File: config.mk
export PLATFORM = sky130hd
export DESIGN_NAME = usb_ep_buf
export DESIGN_NICKNAME = d
export VERILOG_FILES = /design/src/rtl/usb_ep_buf.sv
export SDC_FILE = /design/constraint.sdc
export NUM_CORES = 1
export LEC_CHECK = 0
export CORE_MARGIN = 2
export CORE_UTILIZATION = 30
export DETAILED_ROUTE_END_ITERATION = 10
export DONT_BUFFER_PORTS = 1
export GPL_TIMING_DRIVEN = 0
export SYNTH_ARGS = -nofsm -noshare
export SYNTH_HDL_FRONTEND = slang
export SYNTH_SLANG_ARGS = --single-unit
File: constraint.sdc
create_clock -name clk -period 3.4 [get_ports clk]
set_input_delay 0.68 -clock clk [delete_from_list [all_inputs] [get_ports clk]]
set_output_delay 0.68 -clock clk [all_outputs]
set_load 0.01 [all_outputs]
File: src/rtl/usb_ep_buf.sv
// usb_ep_buf: per-endpoint FWFT byte FIFO between USB core and application, direction from EP_CFG[11:10].
// Define USB_EP_BUF_ERR_EN to build the sticky overflow/underflow flags and the dropped-write counter.
module usb_ep_buf #(
  parameter int DEPTH = 64,
  parameter logic [13:0] EP_CFG = 14'h0800,
  parameter logic BF_EN = 1'b1
) (
  input  logic                    clk,
  input  logic                    rst,
  input  logic                    flush,
  output logic [13:0]             ep_cfg,
  output logic [7:0]              ep_din,
  input  logic                    ep_re,
  input  logic [7:0]              ep_dout,
  input  logic                    ep_we,
  output logic                    ep_empty,
  output logic                    ep_full,
  output logic                    ep_bf_en,
  output logic [6:0]              ep_bf_size,
  input  logic [7:0]              app_wdata,
  input  logic                    app_we,
  output logic [7:0]              app_rdata,
  input  logic                    app_re,
  output logic [$clog2(DEPTH):0]  app_level,
  output logic                    err_ovf,
  output logic                    err_unf,
  input  logic                    err_clr,
  output logic [7:0]              drop_cnt
);
  localparam int AW = $clog2(DEPTH);
  localparam logic [AW:0] DV = (AW+1)'(DEPTH);
  localparam logic IS_IN = EP_CFG[11:10] == 2'b01;
  localparam logic IS_OUT = EP_CFG[11:10] == 2'b10;
  localparam logic VALID = IS_IN | IS_OUT;

  function automatic logic [6:0] sat7(input logic [7:0] v);
    return v[7] ? 7'h7f : v[6:0];
  endfunction

  logic [7:0]    r_mem [DEPTH];
  logic [AW-1:0] r_wr, r_rd;
  logic [AW:0]   r_count;
  logic          r_empty, r_full;
  logic [6:0]    r_bfsz;
  logic [7:0]    r_rdata;

  logic          w_pst, w_cst, w_wacc, w_racc, w_ovf, w_unf;
  logic [7:0]    w_wdata;
  logic [AW:0]   w_count;
  logic [AW-1:0] w_wr_nxt, w_rd_nxt;

  always_comb begin
    w_pst    = IS_IN ? app_we : IS_OUT ? ep_we : 1'b0;
    w_cst    = IS_IN ? ep_re : IS_OUT ? app_re : 1'b0;
    w_wdata  = IS_IN ? app_wdata : ep_dout;
    w_wacc   = w_pst & (r_count != DV) & ~flush;
    w_racc   = w_cst & (r_count != '0) & ~flush;
    w_ovf    = w_pst & (r_count == DV) & ~flush;
    w_unf    = w_cst & (r_count == '0) & ~flush;
    w_count  = flush ? '0 : r_count + (AW+1)'(w_wacc) - (AW+1)'(w_racc);
    w_wr_nxt = flush ? '0 : r_wr + AW'(w_wacc);
    w_rd_nxt = flush ? '0 : r_rd + AW'(w_racc);
  end

  always_ff @(posedge clk)
    if (w_wacc) r_mem[r_wr] <= w_wdata;

  // Read data is a flop holding the next head; bypass the incoming byte when it becomes the head.
  always_ff @(posedge clk or negedge rst)
    if (!rst) begin
      r_wr    <= '0;
      r_rd    <= '0;
      r_count <= '0;
      r_empty <= 1'b1;
      r_full  <= ~VALID;
      r_bfsz  <= IS_IN ? 7'd0 : sat7(8'(DEPTH));
      r_rdata <= '0;
    end else begin
      r_wr    <= w_wr_nxt;
      r_rd    <= w_rd_nxt;
      r_count <= w_count;
      r_empty <= VALID ? (w_count == '0) : 1'b1;
      r_full  <= VALID ? (w_count == DV) : 1'b1;
      r_bfsz  <= IS_IN ? sat7(8'(w_count)) : sat7(8'(DV - w_count));
      r_rdata <= (w_wacc && r_wr == w_rd_nxt) ? w_wdata : r_mem[w_rd_nxt];
    end

`ifdef USB_EP_BUF_ERR_EN
  logic       r_ovf, r_unf;
  logic [7:0] r_drop;
  always_ff @(posedge clk or negedge rst)
    if (!rst) begin
      r_ovf  <= 1'b0;
      r_unf  <= 1'b0;
      r_drop <= '0;
    end else begin
      r_ovf  <= (r_ovf & ~err_clr) | w_ovf;
      r_unf  <= (r_unf & ~err_clr) | w_unf;
      r_drop <= err_clr ? {7'd0, w_ovf} : (w_ovf && r_drop != 8'hff) ? r_drop + 8'd1 : r_drop;
    end
  assign err_ovf  = r_ovf;
  assign err_unf  = r_unf;
  assign drop_cnt = r_drop;
`else
  logic w_unused;
  assign w_unused = err_clr ^ w_ovf ^ w_unf;
  assign err_ovf  = 1'b0;
  assign err_unf  = 1'b0;
  assign drop_cnt = '0;
`endif

  assign ep_cfg     = EP_CFG;
  assign ep_bf_en   = BF_EN;
  assign ep_din     = r_rdata;
  assign app_rdata  = r_rdata;
  assign ep_empty   = r_empty;
  assign ep_full    = r_full;
  assign ep_bf_size = r_bfsz;
  assign app_level  = r_count;
endmodule

==> flow_metrics.env <==
export IMPL_outcome="finished with violations"
export IMPL_failed_checks="setup timing"
export IMPL_postLayoutSetupSlackWorst_ps=-47.1
export IMPL_ys_seq_area_frac=0.708
export IMPL_ant_nets=0
export IMPL_grt_max_degree=66
export IMPL_yosys_register_bits=548
export IMPL_slowest_delay_ps=1030
export IMPL_tns_ps=-391
export IMPL_clockBufferDepth=3
export IMPL_clkLatencyLatePin_ps=630
export IMPL_cts_root_buf="clkbuf_16"
export IMPL_synth_top_family_by_area="compound AO/OA/AOI/OAI gates"
export IMPL_dpl_worst_slack_ps=-1650
export IMPL_vdd_drop_max_v=0.000379
export IMPL_grt_remaining_overflow=0
export IMPL_cts_reportedPaths_clkPinSlew_ps=60
export IMPL_yosys_area_share_adder=0.00849
export IMPL_cp_data_arrival_time_ps=3700
export IMPL_synth_compound_area_frac=0.0999
export IMPL_p_leak_nw=8.72
export IMPL_h_tree_depth=2
export IMPL_wirelength_mm=68.3
export IMPL_ios=81
export IMPL_syn_area_um2=23000
export IMPL_grt_pass1_wl_mm=98.0
export IMPL_multi_input_area_um2=6790
export IMPL_drt_iter0_drc=1773
export IMPL_die_h_um=281
export IMPL_nets=1612
export IMPL_viasPerCell=5.31
export IMPL_max_slew_margin_rel=0.341
export IMPL_seq_area_um2=16300
export IMPL_synth_common_cells="edfxtp_1 (512), nor2_1 (108), mux2i_1 (72)"
export IMPL_wl_per_cell_um=25.8
export IMPL_syn_avg_cell_area_um2=15.7
export IMPL_row_count=101
export IMPL_synth_top_cell_area_share=0.668
export IMPL_hold_viol_final=0
export IMPL_required_ps=3650
export IMPL_rsz0062_at_grt="yes"
export IMPL_dr_pass1_iters=5
export IMPL_async_flop_share=0.0657
export IMPL_setup_viol=14
export IMPL_diodes=0
export IMPL_power_density_nw_per_um2=629
export IMPL_rr_worst_depth=7
export IMPL_area_delta_synth_final_pct=19.9
export IMPL_core_area_um2=75900
export IMPL_initial_utilization=0.303
export IMPL_cts_sinks=548
export IMPL_yosysTopAreaCell="edfxtp_1"
export IMPL_synth_edf_count=512
export IMPL_synthCells=1461
export IMPL_fmax_mhz=290
export IMPL_antenna_found_initial=3
export IMPL_crit_fanout=8
export IMPL_cts_tree="done"
export IMPL_yosys_area_share_simple=0.0648
export IMPL_muxShareOfSynthArea=0.0754
export IMPL_layout_min_cycle_time_ps=3450
export IMPL_drive_gt1_frac=0.243
export IMPL_worst_slew_pin_slew_ps=985
export IMPL_dr_total_vias=14100
export IMPL_maxCapViolations=0
export IMPL_hold_depth=0
export IMPL_yosys_area_share_xor_xnor=0.00642
export IMPL_ys_flop_type="edfxtp_1"
export IMPL_die_area_um2=78900
export IMPL_critical_path_class="reg -> reg"
export IMPL_drc_errors=0
export IMPL_crit_chain="inv_2 -> ha_4 -> buf_4 -> a41o_1 -> inv_1 -> nand4_1 -> nor2_1"
export IMPL_fillCellCount=7153
export IMPL_gp_congestion=0.933
export IMPL_drv_slew=0
export IMPL_ys_types=80
export IMPL_timing_final_crit_share=1.01
export IMPL_die_w_um=281
export IMPL_clock_skew_ps=27.4
export IMPL_yosysMostFrequentCell="edfxtp_1"
export IMPL_synth_area_leaders="edfxtp_1 (67%), mux4_2 (4.2%), dfrtp_1 (3.7%)"
export IMPL_min_path_type="in -> reg"
export IMPL_grt_pass1_vias=13900
export IMPL_cp_slowest_cell="nor2_1"
export IMPL_numCtsBuffers=54
export IMPL_grt_use_total=0.171
export IMPL_ys_warn_count=0
export IMPL_critPathCaptureType="flop"
export IMPL_cp_start_kind="flop"
export IMPL_hpwl_mm=44.3
export IMPL_io_buffers=0
per-stage QoR:
step	total power [W]	area [µm²]	utilization	std cells	hold slack [ps]
3_3_place_gp	0.0108	24500	0.322	2514	385
3_5_place_dp	0.0109	24500	0.322	2514	385
5_1_grt	0.0179	27600	0.363	2649	148
4_1_cts	0.0171	27100	0.357	2635	138
2_1_floorplan	0.00990	23200	-	1484	384
6_report	0.0174	27600	0.363	2649	175
cells by family after synthesis:
logic type | Yosys count
flip-flops | 548
AND/OR/NAND/NOR | 306
AO/OA/AOI/OAI | 305
buffers and inverters | 152
multiplexers | 117
XOR/XNOR | 16
adder cells (fa/ha/maj) | 15
other | 2
metal layers:
layer	vias to the layer above	share of wire	global-route usage
li1	5986	-	-
met1	7228	0.41	0.231
met2	709	0.46	0.270
met3	148	0.091	0.0375
met4	0	0.039	0.0643
met5	-	0	0
area by class of cell:
cell class                 instances  share of cell area
buffer                           128              0.0389
clock buffer                      73              0.0523
clock inverter                    29             0.00907
inverter                          22             0.00413
multi-input combinational        784               0.246
sequential                       548               0.590
tap                             1030              0.0467
timing repair buffer              35              0.0122
what timing repair did:
| action | in CTS | in global routing |
|---|---|---|
| hold buffers | 2 | 0 |
| buffers inserted | 18 | 14 |
| pin swaps | 33 | 26 |
| cloned | 0 | 1 |
| endpoints found under the setup margin | 9 | 24 |
| hold endpoints to repair | 36 | 0 |
| resized for setup | 185 | 89 |
flip-flops by register name, indices dropped and copies added (netlist names):
signal and count:
r_mem 512, app_rdata 8, app_level 7, ep_bf_size 7
r_rd 6, r_wr 6, ep_empty 1, ep_full 1
worst paths after layout:
kind | from | endpoint | slack, ps
setup / recovery | app_level[5] | r_mem[47][4] | -50
hold / removal | ep_dout[1] | r_mem[53][1] | 170
setup reg to reg | app_level[5] | r_mem[47][4] | -50
hold reg to reg | r_wr[0] | r_wr[0] | 640
max in group asynchronous | rst | ep_bf_size[6] | 2550
min in group asynchronous | rst | app_rdata[7] | 570
cells in the final DEF (no fill, tap or decap), drive strengths merged, types with 23 or more instances in the layout:
master	synthesis	final
nor2b	29	29
a21oi	51	51
buf	102	134
nand2	70	70
a221o	27	27
nor2	108	108
conb	2	25
edfxtp	512	512
clkinv	0	23
clkbuf	28	101
mux4	43	43
dfrtp	34	34
a211oi	68	68
o21ai	38	38
mux2i	74	74
nand3	32	32
where the power goes:
group | switching, W | internal (W)
registers | 0.000169 | 0.00753
clock network | 0.00257 | 0.00328
logic | 0.00221 | 0.00160
total | 0.00495 | 0.0124
worst max-delay path: cells and delay by family (launching register included):
| kind | cells | cell delay (ps) |
|---|---|---|
| buffers and inverters | 3 | 370 |
| adders and majority gates | 1 | 160 |
| and+or+nand+nor | 2 | 1820 |
| DFF | 1 | 430 |
| AOI/OAI and AO/OA | 1 | 290 |
(Power assumes the default switching activity.)
